**config.mk**
```make
export PLATFORM = sky130hd
export DESIGN_NAME = hwint_ctrl
export DESIGN_NICKNAME = d
export VERILOG_FILES = /design/src/rtl/hwint_pkg.sv /design/src/rtl/hwint_sync.sv /design/src/rtl/hwint_ctrl.sv
export SDC_FILE = /design/constraint.sdc
export NUM_CORES = 1
export LEC_CHECK = 0
export CORE_MARGIN = 5
export CORE_UTILIZATION = 45
export CTS_BUF_LIST = sky130_fd_sc_hd__clkbuf_16
export CTS_CLUSTER_SIZE = 14
export DETAILED_ROUTE_END_ITERATION = 6
export PLACE_DENSITY_LB_ADDON = 0.15
export SKIP_CTS_REPAIR_TIMING = 1
export SLEW_MARGIN = 20
export SYNTH_ARGS = -nofsm -noshare
export SYNTH_HDL_FRONTEND = slang
export SYNTH_SLANG_ARGS = --single-unit
```
**constraint.sdc**
```tcl
create_clock -name clk -period 3.68 [get_ports clk]
set_input_delay 0.736 -clock clk [delete_from_list [all_inputs] [get_ports clk]]
set_output_delay 0.736 -clock clk [all_outputs]
set_load 0.05 [all_outputs]
```
**src/rtl/hwint_pkg.sv**
```systemverilog
// Purpose: shared register offsets, mode encodings and helpers for the interrupt controller.
// Latency: n/a (constants and combinational helpers only).
// Backpressure: n/a.
package hwint_pkg;

    localparam logic [3:0] HWINT_ENABLE  = 4'h0;
    localparam logic [3:0] HWINT_MODE    = 4'h4;
    localparam logic [3:0] HWINT_PENDING = 4'h8;
    localparam logic [3:0] HWINT_RAW     = 4'hC;

    localparam logic MODE_EDGE  = 1'b1;
    localparam logic MODE_LEVEL = 1'b0;

    // Register writes are only honoured for full-word accesses.
    function automatic logic full_word(input logic [3:0] byteen);
        return byteen == 4'b1111;
    endfunction

endpackage

```
**src/rtl/hwint_sync.sv**
```systemverilog
// Purpose: multi-flop synchroniser for a bus of independent asynchronous lines.
// Latency: STAGES clocks from input change to output.
// Backpressure: none; samples every clock.
module hwint_sync #(
    parameter int WIDTH  = 6,
    parameter int STAGES = 2
) (
    input  logic             clk,
    input  logic             reset,
    input  logic [WIDTH-1:0] d,
    output logic [WIDTH-1:0] q
);

    logic [WIDTH-1:0] chain [STAGES];

    // Shift chain; cleared by reset regardless of the raw inputs.
    always_ff @(posedge clk or negedge reset) begin
        if (!reset) begin
            for (int i = 0; i < STAGES; i++) chain[i] <= '0;
        end else begin
            chain[0] <= d;
            for (int i = 1; i < STAGES; i++) chain[i] <= chain[i-1];
        end
    end

    assign q = chain[STAGES-1];

endmodule

```
**src/rtl/hwint_ctrl.sv**
```systemverilog
// Purpose: interrupt controller: per-source edge/level mode, enable mask, W1C pending, register file.
// Latency: level input to hwint SYNC_STAGES+1 clks, edge SYNC_STAGES+2; register read 1 clk.
// Backpressure: none; register accesses complete every cycle, pending holds edges until cleared.
module hwint_ctrl
    import hwint_pkg::*;
#(
    parameter int N_SRC       = 6,
    parameter int SYNC_STAGES = 2,
    parameter int ADDR_W      = 4
) (
    input  logic              clk,
    input  logic              reset,
    input  logic [N_SRC-1:0]  irq_in,
    input  logic              reg_we,
    input  logic [ADDR_W-1:0] reg_addr,
    input  logic [3:0]        reg_byteen,
    input  logic [31:0]       reg_wdata,
    output logic [31:0]       reg_rdata,
    output logic [N_SRC-1:0]  hwint,
    output logic              irq_any
);

    localparam logic [ADDR_W-1:0] A_ENABLE  = ADDR_W'(HWINT_ENABLE);
    localparam logic [ADDR_W-1:0] A_MODE    = ADDR_W'(HWINT_MODE);
    localparam logic [ADDR_W-1:0] A_PENDING = ADDR_W'(HWINT_PENDING);
    localparam logic [ADDR_W-1:0] A_RAW     = ADDR_W'(HWINT_RAW);

    logic [N_SRC-1:0] sync_lvl;
    logic [N_SRC-1:0] prev_lvl;
    logic [N_SRC-1:0] enable;
    logic [N_SRC-1:0] mode;
    logic [N_SRC-1:0] pending;
    logic [N_SRC-1:0] rise;
    logic [N_SRC-1:0] src;
    logic [N_SRC-1:0] pending_nxt;
    logic [31:0]      rd_mux;
    logic             wr_ok;
    logic             wdata_unused;

    assign wdata_unused = ^reg_wdata[31:N_SRC];

    hwint_sync #(
        .WIDTH  (N_SRC),
        .STAGES (SYNC_STAGES)
    ) u_sync (
        .clk   (clk),
        .reset (reset),
        .d     (irq_in),
        .q     (sync_lvl)
    );

    // Edge detect, source select, read mux and pending next-state; a new rise beats a same-cycle W1C.
    always_comb begin
        rise        = sync_lvl & ~prev_lvl;
        wr_ok       = reg_we && full_word(reg_byteen);
        src         = '0;
        rd_mux      = '0;
        pending_nxt = pending;
        for (int i = 0; i < N_SRC; i++) begin
            src[i] = (mode[i] == MODE_EDGE) ? pending[i] : sync_lvl[i];
        end
        case (reg_addr)
            A_ENABLE:  rd_mux = 32'(enable);
            A_MODE:    rd_mux = 32'(mode);
            A_PENDING: rd_mux = 32'(pending);
            A_RAW:     rd_mux = 32'(sync_lvl);
            default:   rd_mux = '0;
        endcase
        if (wr_ok && reg_addr == A_PENDING) begin
            pending_nxt = pending & ~reg_wdata[N_SRC-1:0];
        end
        pending_nxt = pending_nxt | (rise & mode);
    end

    // Control registers, edge history and registered outputs.
    always_ff @(posedge clk or negedge reset) begin
        if (!reset) begin
            prev_lvl  <= '0;
            enable    <= '0;
            mode      <= '0;
            pending   <= '0;
            hwint     <= '0;
            irq_any   <= 1'b0;
            reg_rdata <= '0;
        end else begin
            prev_lvl <= sync_lvl;
            if (wr_ok && reg_addr == A_ENABLE) enable <= reg_wdata[N_SRC-1:0];
            if (wr_ok && reg_addr == A_MODE)   mode   <= reg_wdata[N_SRC-1:0];
            pending   <= pending_nxt;
            hwint     <= src & enable;
            irq_any   <= |(src & enable);
            reg_rdata <= rd_mux;
        end
    end

endmodule

```
# Word-level counts from Yosys, hierarchy flattened
# Index checks and enable logic that the tools add are counted.
# totals
ff_bits	49
# classes
n_eq_ne	4
n_mux	8
n_bitwise	7
n_reduce_logical	6
# op_table
op	count
$and A6 B6 Y6	4
$pmux W6 S4	1
$eq A4 B4 Y1 const B	3
$not A6 Y6	2
$mux W1	6
$mux W6	1
$or A6 B6 Y6	1
$reduce_or A6 Y1	1
$eq A4 B3 Y1 const B	1
$logic_and A1 B1 Y1	4
$logic_not A4 Y1	1

# Logic depth before layout (Yosys ltp)
# Gate-level depths: netlist (run 1).
# logic_depth
ltp_word	5
depth_mapped	4
mapped_depth_nobuf	3

# Modules after synthesis
# Synthesis (run 1) repeated with hierarchy kept, for this count alone.
# unflattened
cells_unflattened	153
hier_area_um2	2142.1
# by_module_without_submodules
module	n_inst	cells_per_inst	area_each_um2	seq_area_each_um2
hwint_ctrl	1	135	1796.7	925.9
hwint_sync	1	18	345.3	300.3

# Least setup slack after synthesis (run 1)
# OpenSTA, ideal clock, no wires.
# synth_path
path_kind	input to register
startpoint	in reg_we
endpoint	reg enable[0]
arrival_time_ns	1.540
setup_slack_ns	2.015
cell_stages	4
path_buffers	1
path_cell_list	and4_1 > buf_2 > nand4b_4 > mux2_2
# synth_via
elab_chain_cells	2
# synth_rtl
element	line_no	source
from (decl)	hwint_ctrl.sv:14	input logic reg_we,
$logic_and A1 B1 Y1	hwint_ctrl.sv:55	wr_ok = reg_we && full_word(reg_byteen);
$logic_and A1 B1 Y1	hwint_ctrl.sv:87	if (wr_ok && reg_addr == A_ENABLE) enable <= reg_wdata[N_SRC-1:0];
to (signal assigned)	hwint_ctrl.sv:87	
to (decl)	hwint_ctrl.sv:30	logic [N_SRC-1:0] enable;
# Every way passes these cells.
# A chain may end at the register's enable or synchronous reset.

# Worst setup path in the final report (run 1)
# layout_path
startpoint	in reg_addr[3]
endpoint	reg pending[5]
# layout_via
elab_chain_cells	4
# layout_rtl
element	line_no	source
from (decl)	hwint_ctrl.sv:15	input logic [ADDR_W-1:0] reg_addr,
$eq A4 B4 Y1	hwint_ctrl.sv:69	if (wr_ok && reg_addr == A_PENDING) begin
$logic_and A1 B1 Y1	hwint_ctrl.sv:69	
$mux W6	hwint_ctrl.sv:69	
$or A6 B6 Y6	hwint_ctrl.sv:72	pending_nxt = pending_nxt | (rise & mode);
named net pending_nxt[5]	hwint_ctrl.sv:35	logic [N_SRC-1:0] pending_nxt;
to (signal assigned)	hwint_ctrl.sv:89	pending <= pending_nxt;
to (decl)	hwint_ctrl.sv:32	logic [N_SRC-1:0] pending;
# The timed path passes the listed nets, and every way through them passes these cells.

==> key figures, run 1 <==
Outcome
  • Run status: completed

Die
  • Standard-cell row count: 24
  • Die area: around 0.006 mm^2
  • Effective utilization at floorplan: 0.472
  • Number of ports placed on the die boundary: 88
  • Core ar.: 0.00444 mm^2
  • Die height: just under 80 um
  • Width of the chip: 78.3 um

GRT
  • Overall Global Routing Usage: 0.129
  • Via count of the first global-routing pass: 1201
  • Remaining Overflow, GRT: 0
  • Wire length of the first global-routing pass: 5970 um
  • Number of antenna violations at the first check in global routing: 0
  • Largest net degree at the start of global routing: 50

Setup path
  • Worst setup endpoint: pending[5]
  • Logic depth of the worst register-to-register path: 3
  • Highest fanout seen on the critical path: 8
  • Crit path capture type: register
  • Critical path startpoint: reg_addr[3]
  • Capture instance of the worst register-to-register path: irq_any
  • Data arrival, critical path: about 2500 ps
  • Critical path class: input port to register
  • Worst setup slack for register-to-register paths: between 2000 and 2500 ps
  • Start of the worst register-to-register path: mode[5]
  • WP data required: 3850 ps
  • Startpoint class of the critical path: input port

Layout
  • Multi-input combinational cell area: about 730 um^2
  • Most common cell after layout, fill and taps aside: sky130_fd_sc_hd__dfrtp_1
  • Commonest non-fill, non-tap cells in the layout: sky130_fd_sc_hd__dfrtp_1 (49), sky130_fd_sc_hd__clkdlybuf4s50_1 (34), sky130_fd_sc_hd__conb_1 (26), sky130_fd_sc_hd__mux2_2 (12), sky130_fd_sc_hd__nor2b_1 (8)
  • Syn-to-layout area delta: 20.1%
  • Diode insertion count for antenna repair: 0
  • Final core utilization: 0.567
  • Sequential Area: about 0.0012 mm^2
  • Post-layout nets: 233
  • Number of fill cells: about 370
  • Fraction of final layout cells with drive strength greater than 1: 0.168

Clocking
  • Clock latency on the worst-skew pair: 280 ps
  • Clock-pin slew of the registers on the worst-case setup and hold paths: 60 ps
  • Clock tree from TritonCTS: yes
  • CTS sink cnt: 49
  • Buffer levels on the longest clock path: 2
  • Number of buffers created by CTS: 5
  • Maximum level of the CTS H-tree: 2
  • CTS Root Cell: sky130_fd_sc_hd__clkbuf_16

Flow run
  • Count of maximum capacitance violations: 0

Timing
  • Setup repair after global routing missed its margin: no
  • Worst slew margin: 0.553
  • Final setup TNS: 0 ps
  • Count of pins over their slew limit: 0
  • Largest clock skew in the final design: 2.14 ps
  • Transition at the pin with the smallest max-transition slack: 669 ps
  • Hold Fails Final Rpt: 0
  • Worst hold margin: 346 ps
  • Highest Clock Rate: approximately 440 MHz
  • Number of setup violations in the final report: 0
  • Part of the cycle the worst path needs: 0.621
  • Tmin final: 2290 ps

Routing
  • Antenna Violating Nets Remaining: 0
  • Vias per cell: 4.98
  • DRC violation total after the first TritonRoute iteration: 32
  • Wire length per cell: 15.8 um
  • Aggregate routed wire length: 3730 um
  • Total iterations of the first detailed-routing run: 6
  • Number of vias in the routed layout: 1180
  • DRC violation count after routing: 0

Synthesis
  • Area fraction of the dominant cell type after synthesis: 0.585
  • Post-synthesis cell type count: 22
  • Count of state elements after synthesis: 49
  • Sequential fraction of the synthesis area: 0.585
  • Instance count of the mapped netlist: between 100 and 150
  • Cell Area, Synth: 0.00210 mm^2
  • Post-synthesis area per instance: 14.3 um^2
  • Synth area leader: sky130_fd_sc_hd__dfrtp_1
  • Number of warnings printed during yosys synthesis: 0
  • Cell types with the largest area share after synthesis: sky130_fd_sc_hd__dfrtp_1 (58%), sky130_fd_sc_hd__buf_4 (9.7%), sky130_fd_sc_hd__mux2_2 (6.4%)

Power
  • Worst VDD drop: around 0.23 mV
  • Power density over cell area: 466 mW/mm^2
  • Static power due to leakage: ~0.0011 uW

Place
  • Detail Placement HPWL: around 2600 um
  • Weighted congestion at the end of routability-driven global placement: 0.726
  • Total of buffers placed on input and output ports: 35

Hold path
  • Worst min-delay path category: register to register
[state kept, by name, indices dropped and copies added, names as in the netlist]
| signal | count |
|---|---|
| enable | 6 |
| hwint | 6 |
| irq_any | 1 |
| mode | 6 |
| pending | 6 |
| prev_lvl | 6 |
| reg_rdata | 6 |
| u_sync.chain | 6 |
| u_sync.q | 6 |
[how the worst min path moves through the flow]
stage / startpoint / end / cells after the start
floorplan: u_sync.chain[6] / u_sync.q[0] / 0
global placement: u_sync.chain[11] / u_sync.q[5] / 0
detailed placement: u_sync.chain[10] / u_sync.q[4] / 0
CTS: u_sync.chain[10] / u_sync.q[4] / 0
global route: u_sync.chain[7] / u_sync.q[1] / 0
finish: u_sync.chain[10] / u_sync.q[4] / 0
[power by group]
group / internal, uW / switching, uW / total (uW)
Clock: 246 / 175 / 421
Combinational: 55.8 / 118 / 174
Sequential: 564 / 14.4 / 578
[cells in the mapped netlist]
library cell,instances
sky130_fd_sc_hd__and4_1,1
sky130_fd_sc_hd__buf_2,2
sky130_fd_sc_hd__buf_4,27
sky130_fd_sc_hd__buf_6,1
sky130_fd_sc_hd__conb_1,1
sky130_fd_sc_hd__dfrtp_1,49
sky130_fd_sc_hd__inv_1,4
sky130_fd_sc_hd__mux2_2,12
sky130_fd_sc_hd__mux2i_1,6
sky130_fd_sc_hd__mux4_2,6
sky130_fd_sc_hd__nand2_1,6
sky130_fd_sc_hd__nand4_1,6
sky130_fd_sc_hd__nand4_4,1
sky130_fd_sc_hd__nand4b_4,1
sky130_fd_sc_hd__nor2_1,4
sky130_fd_sc_hd__nor2b_1,8
sky130_fd_sc_hd__nor3_4,1
sky130_fd_sc_hd__nor4b_4,1
sky130_fd_sc_hd__o22ai_1,2
sky130_fd_sc_hd__o2bb2ai_1,6
sky130_fd_sc_hd__or2_2,1
sky130_fd_sc_hd__or4_1,1
[worst max-delay path, stage by stage]
cell                              delay [ps]
sky130_fd_sc_hd__clkdlybuf4s50_1         820
sky130_fd_sc_hd__nor4b_4                 540
sky130_fd_sc_hd__nand4_1                 190
sky130_fd_sc_hd__o2bb2ai_1               170
[cell type report]
type                            count  area share
Timing Repair Buffer               35       0.138
Sequential cell                    49       0.487
Tap cell                           52      0.0258
Clock buffer                        5      0.0497
Inverter                            4     0.00596
Clock inverter                      3     0.00546
Multi-Input combinational cell     89       0.288
[metrics by stage]
step / setup slack (ps) / cells / total power, uW / cell area, um^2
2_1_floorplan: 2020 / 172 / 726 / 2190
3_3_place_gp: 1120 / 229 / 758 / 2380
3_5_place_dp: 1050 / 229 / 762 / 2380
4_1_cts: 1350 / 237 / 1190 / 2520
5_1_grt: 1230 / 237 / 1230 / 2520
6_report: 1390 / 237 / 1170 / 2520
[layer usage]
metal  vias to the layer above  track usage  part of all wire
met2                        55        0.205              0.48
met1                       587        0.165              0.43
met4                         0       0.0490            0.0086
li1                        534            -                 -
met5                         -            0                 0
met3                         4       0.0412             0.082
[kinds of logic (layout without fill, tap and decap cells)]
| logic type | Yosys count | after routing | synth area share |
|---|---|---|---|
| and+or+nand+nor | 31 | 31 | 0.111 |
| DFF | 49 | 49 | 0.585 |
| other | 1 | 26 | 0.00179 |
| buffers and inverters | 34 | 47 | 0.114 |
| muxes | 24 | 24 | 0.158 |
| AOI/OAI and AO/OA | 8 | 8 | 0.0310 |
No activity file was read; power rests on OpenSTA's default activity.
==> inputs of run 2 (changes only) <==
Settings changed: CORE_UTILIZATION 45 to 42.
Clock period 3.68 ns to 2.36 ns, I/O delays scaled along.
==> run 2 against run 1 <==
  * Largest power group unchanged
  * Sequential share of layout area is 1.2 points lower
  * Combinational power up 59%
  * Total power up 57%
  * Sequential power is 56% higher
  * Worst setup slack lost 920 ps
  * Final area grew 2.4%
==> key figures, run 2 (same netlist as run 1, synthesis figures left out) <==
Timing
  • Largest clock skew in the final design: 5.99 ps (+3.85 ps)
  • Part of the cycle the worst path needs: 0.799
  • Hold Fails Final Rpt: 0 (unchanged)
  • Worst slew margin: 0.599 (+0.0462)
  • Final setup TNS: 0 ps (unchanged)
  • Worst hold margin: 279 ps (-67.5 ps)
  • Setup repair after global routing missed its margin: no
  • Transition at the pin with the smallest max-transition slack: 602 ps (-67.2 ps)
  • Number of setup violations in the final report: 0 (unchanged)
  • Highest Clock Rate: about 530 MHz
  • Post-route worst setup slack: 475 ps (-919 ps)
  • Count of pins over their slew limit: 0 (unchanged)
  • Tmin final: roughly 1900 ps

Place
  • Setup Slack @ Placement: 301 ps (-751 ps)
  • Total placed instance area: 0.00244 mm^2 (+2.7%)
  • Weighted congestion at the end of routability-driven global placement: 0.736 (+1.3%)
  • Detail Placement HPWL: 2860 um (+8.3%)
  • Total of buffers placed on input and output ports: 35 (unchanged)

Routing
  • Number of vias in the routed layout: 1200 (+1.7%)
  • Total iterations of the first detailed-routing run: 4 (-2)
  • Antenna Violating Nets Remaining: 0 (unchanged)
  • Aggregate routed wire length: 3940 um (+5.5%)
  • DRC violation count after routing: 0 (unchanged)
  • Wire length per cell: 15.3 um (-3.1%)
  • DRC violation total after the first TritonRoute iteration: 60 (+88%)
  • Vias per cell: 4.65 (-6.6%)

GRT
  • Global-route met2 utilization: 0.207 (+0.00233)
  • Number of antenna violations at the first check in global routing: 0 (unchanged)
  • Largest net degree at the start of global routing: 50 (unchanged)
  • Via count of the first global-routing pass: 1215 (+1.2%)
  • Overall Global Routing Usage: 0.132 (+0.00308)
  • Busiest metal layer after global routing: met2
  • Met3 global-route usage: 0.0460 (+0.00477)
  • Wire length of the first global-routing pass: 6420 um (+7.6%)
  • Remaining Overflow, GRT: 0 (unchanged)
  • GR Layer Usage met1: 0.173 (+0.00805)

Flow run
  • Count of maximum capacitance violations: 0 (unchanged)

Clocking
  • Buffer levels on the longest clock path: 2 (unchanged)
  • Number of buffers created by CTS: 5 (unchanged)
  • Clock latency on the worst-skew pair: 280 ps (about the same)
  • Clock-pin slew of the registers on the worst-case setup and hold paths: 60 ps (about the same)
  • Clock tree from TritonCTS: yes
  • CTS sink cnt: 49 (unchanged)
  • CTS Root Cell: sky130_fd_sc_hd__clkbuf_16
  • Maximum level of the CTS H-tree: 2 (unchanged)

Hold path
  • Worst min-delay path category: input port to async pin

Layout
  • Final non-filler cell area: 0.00258 mm^2 (+2.4%)
  • Most common cell after layout, fill and taps aside: sky130_fd_sc_hd__dfrtp_1
  • Commonest non-fill, non-tap cells in the layout: sky130_fd_sc_hd__dfrtp_1 (49), sky130_fd_sc_hd__clkdlybuf4s50_1 (34), sky130_fd_sc_hd__conb_1 (26), sky130_fd_sc_hd__mux2_2 (12), sky130_fd_sc_hd__nor2b_1 (8)
  • Post-layout nets: 239 (+2.6%)
  • Fraction of final layout cells with drive strength greater than 1: 0.194 (+0.0261)
  • Syn-to-layout area delta: 23.0%
  • Diode insertion count for antenna repair: 0 (unchanged)

Setup path
  • Critical path buffer and inverter count: 1 (unchanged)
  • WP data required: 1890 ps (-1960 ps)
  • Highest fanout seen on the critical path: 1 (-7)
  • CP Cell Sequence: clkdlybuf4s50_1
  • Critical path startpoint: hwint[1]
  • Worst path top cell family by delay: buffers and inverters
  • Startpoint class of the critical path: register
  • Critical path class: register to output pin
  • Data arrival, critical path: 1410 ps (-1040 ps)
  • Max incr delay on CP: 800 ps (-20 ps)
  • Start of the worst register-to-register path: mode[2]
  • Crit path capture type: output pin
  • Cell at the slowest stage of the critical path: sky130_fd_sc_hd__clkdlybuf4s50_1

Die
  • Die height: 80.7 um (+3.1%)
  • Standard-cell row count: 25 (+4.2%)
  • Core ar.: 0.00479 mm^2 (+7.7%)
  • Width of the chip: 80.7 um (+3.1%)
  • Number of ports placed on the die boundary: 88 (unchanged)
  • Die area: 0.00651 mm^2 (+6.2%)
  • Effective utilization at floorplan: 0.438 (-0.0337)

Power
  • Clock power share: 0.362 (+0.003)
  • Share of total power in combinational logic: 0.149 (about the same)
  • Worst VDD drop: 0.481 mV (+110%)
  • Sequential power share: 0.489 (-0.004)
  • Int Pwr: 1360 uW (+57%)
  • Power density over cell area: 716 mW/mm^2 (+54%)
  • Static power due to leakage: 0.00116 uW (+2.6%)
  • Switching Share: 0.266 (+0.00437)
  • Sw Pwr: 491 uW (+60%)

Outcome
  • Run status: completed
-- run 2: cell count changes in the layout (fill, tap and decap cells not counted) --
cell	change
sky130_fd_sc_hd__buf_2	+1
sky130_fd_sc_hd__buf_4	+5
-- run 2: area by class of cell --
| type | instances | area (um^2) |
|---|---|---|
| sequential | 49 | 1230 |
| tap | 67 | 83.8 |
| inverter | 4 | 15.0 |
| clock inverter | 3 | 13.8 |
| timing repair buffer | 41 | 390 |
| clock buffer | 5 | 125 |
| multi-input combinational | 89 | 726 |
| fill | 433 | 2210 |
-- run 2: power by group through the flow --
stage | Sequential, uW | Combinational (uW) | Clock [uW]
after global placement | 915 | 275 | 0
after detailed placement | 918 | 276 | 0
after CTS | 903 | 277 | 685
after global routing | 907 | 293 | 721
after floorplan | 943 | 190 | 0
final | 902 | 276 | 669
-- run 2: layer usage --
layer  vias to the layer above  share of wire
li1                        547              -
met1                       596           0.43
met2                        52           0.47
met3                         5          0.087
met4                         0          0.011
met5                         -              0
-- run 2: path summary, 6_finish.rpt --
path | end | slack, ps | depth (start not counted)
worst max-delay path | hwint[1] | 470 | 1
worst min-delay path | pending[0] | 280 | 2
worst min register to register | u_sync.q[5] | 350 | 0
max in group asynchronous | enable[4] | 1670 | 2
worst max register to register | irq_any | 1010 | 3
min in group clk | u_sync.q[5] | 350 | 0
-- run 2: stage by stage --
| stage | utilization | power, uW | cells |
|---|---|---|---|
| after floorplan | - | 1130 | 172 |
| after global placement | 0.510 | 1190 | 250 |
| after detailed placement | 0.510 | 1190 | 250 |
| after CTS | 0.539 | 1860 | 258 |
| after global routing | 0.539 | 1920 | 258 |
| final | 0.539 | 1850 | 258 |
==> inputs of run 3 (changes only) <==
Clock period 2.36 ns to 1.8 ns, I/O delays scaled along.
==> run 3 against run 2 <==
  * Worst setup slack worse by 280 ps
  * Sequential power grew 31%
  * Via count grew 2.9%
  * Clock power is 33% higher
  * Cell count rose by 0.78%
  * Largest cell class unchanged
==> key figures, run 3 (same netlist as run 1, synthesis figures left out) <==
Die
  • Standard-cell row count: 25 (unchanged)
  • Width of the chip: 80.7 um (unchanged)
  • Core ar.: 0.00479 mm^2 (unchanged)
  • Effective utilization at floorplan: 0.438 (unchanged)
  • Number of ports placed on the die boundary: 88 (unchanged)
  • Die area: 0.00651 mm^2 (unchanged)
  • Die height: 80.7 um (unchanged)

Layout
  • Diode insertion count for antenna repair: 0 (unchanged)
  • Final core utilization: 0.538 (-0.00131)
  • Syn-to-layout area delta: 22.7%
  • Most common cell after layout, fill and taps aside: sky130_fd_sc_hd__dfrtp_1
  • Fraction of final layout cells with drive strength greater than 1: 0.264 (+0.0705)
  • Commonest non-fill, non-tap cells in the layout: sky130_fd_sc_hd__dfrtp_1 (49), sky130_fd_sc_hd__conb_1 (26), sky130_fd_sc_hd__clkdlybuf4s50_1 (21), sky130_fd_sc_hd__buf_4 (20), sky130_fd_sc_hd__mux2_2 (12)
  • Post-layout nets: 241 (+0.84%)

GRT
  • Number of antenna violations at the first check in global routing: 0 (unchanged)
  • Overall Global Routing Usage: 0.136 (+0.00466)
  • Via count of the first global-routing pass: 1272 (+4.7%)
  • Wire length of the first global-routing pass: 6530 um (+1.6%)
  • Largest net degree at the start of global routing: 20 (-60%)
  • Remaining Overflow, GRT: 0 (unchanged)

Timing
  • Setup repair after global routing missed its margin: no
  • Tmin final: about 1600 ps
  • Final setup TNS: 0 ps (unchanged)
  • Part of the cycle the worst path needs: 0.891
  • Count of pins over their slew limit: 0 (unchanged)
  • Hold Fails Final Rpt: 0 (unchanged)
  • Number of setup violations in the final report: 0 (unchanged)
  • Largest clock skew in the final design: 5.14 ps (-0.844 ps)
  • Highest Clock Rate: 623 MHz

Power
  • Share of total power in combinational logic: 0.150 (about the same)
  • Clock power share: 0.366 (+0.004)
  • Int Pwr: 1780 uW (+31%)
  • Power density over cell area: 948 mW/mm^2 (+32%)
  • Worst VDD drop: 0.427 mV (-11%)
  • Static power due to leakage: 0.00120 uW (+2.9%)
  • Sequential power share: 0.485 (-0.004)
  • Sw Pwr: 663 uW (+35%)
  • Switching Share: 0.272 (+0.00581)

Clocking
  • CTS Root Cell: sky130_fd_sc_hd__clkbuf_16
  • CTS sink cnt: 49 (unchanged)
  • Clock tree from TritonCTS: yes
  • Clock latency on the worst-skew pair: 280 ps (about the same)
  • Number of buffers created by CTS: 5 (unchanged)
  • Buffer levels on the longest clock path: 2 (unchanged)
  • Maximum level of the CTS H-tree: 2 (unchanged)
  • Clock-pin slew of the registers on the worst-case setup and hold paths: 60 ps (about the same)

Setup path
  • Crit path capture type: register
  • Highest fanout seen on the critical path: 6 (+5)
  • WP data required: 1970 ps (+80 ps)
  • Startpoint class of the critical path: input port
  • Critical path class: input port to register
  • Data arrival, critical path: 1770 ps (+360 ps)

Place
  • Detail Placement HPWL: 3000 um (+5.1%)
  • Weighted congestion at the end of routability-driven global placement: 0.723 (-1.7%)
  • Total of buffers placed on input and output ports: 35 (unchanged)

Hold path
  • Worst min-delay path category: input port to async pin

Routing
  • DRC violation count after routing: 0 (unchanged)
  • Total iterations of the first detailed-routing run: 4 (unchanged)
  • Wire length per cell: 15.7 um (+2.9%)
  • DRC violation total after the first TritonRoute iteration: 63 (+5.0%)
  • Antenna Violating Nets Remaining: 0 (unchanged)
  • Number of vias in the routed layout: 1235 (+2.9%)
  • Aggregate routed wire length: 4090 um (+3.7%)
  • Vias per cell: 4.75 (+2.1%)

Flow run
  • Count of maximum capacitance violations: 0 (unchanged)

Outcome
  • Run status: completed
==> run 3: changes by cell type in the layout (fill, tap and decap cells not counted), sizes merged <==
| cell | change |
|---|---|
| buf | +15 |
| clkdlybuf4s50 | -13 |
| clkinv | +1 |
| inv | -1 |
==> run 3: metal layers <==
metal | vias to the layer above | track usage | wire length, um
met1 | 620 | 0.169 | 1720
li1 | 556 | - | -
met4 | 0 | 0.0507 | 66
met5 | - | 0 | 0
met3 | 7 | 0.0415 | 322
met2 | 52 | 0.223 | 1970
==> run 3: final cells by class <==
class / instances / area (um^2)
clock inverter: 3 / 12.5
sequential: 49 / 1230
tap: 67 / 83.8
inverter: 4 / 15.0
multi-input combinational: 89 / 726
clock buffer: 5 / 125
fill: 431 / 2210
timing repair buffer: 43 / 385
==> run 3: worst max-delay path: stages <==
cell                              delay (ps)
sky130_fd_sc_hd__clkdlybuf4s50_1         510
sky130_fd_sc_hd__nor3_4                  330
sky130_fd_sc_hd__nand4_4                 230
sky130_fd_sc_hd__mux2_2                  340
==> run 3: path summary, 6_finish.rpt <==
check / from / end / slack, ps / cells after the start
max in group asynchronous: reset / u_sync.q[3] / 1200 / 2
min in group clk: u_sync.chain[9] / u_sync.q[3] / 350 / 0
setup reg to reg: mode[2] / irq_any / 440 / 3
hold reg to reg: u_sync.chain[9] / u_sync.q[3] / 350 / 0
hold / removal: reset / enable[4] / 8 / 1
setup / recovery: reg_addr[1] / mode[3] / 200 / 4
==> run 3: through the flow <==
stage               std cells  instance area, um^2  worst slack [ps]  hold slack [ps]  total power [uW]
floorplan                 172                 2190               511             64.4              1480
global placement          252                 2440             -76.2              309              1560
detailed placement        252                 2440             -93.7              322              1570
CTS                       260                 2570               208             18.3              2460
global route              260                 2570               136             34.9              2530
finish                    260                 2570               196             8.06              2440
==> run 3: power by group through the flow <==
stage / Clock [uW] / Combinational, uW / Sequential [uW]
2_1_floorplan: 0 / 249 / 1240
3_3_place_gp: 0 / 362 / 1200
4_1_cts: 906 / 368 / 1180
3_5_place_dp: 0 / 366 / 1200
5_1_grt: 957 / 388 / 1190
6_report: 892 / 365 / 1180
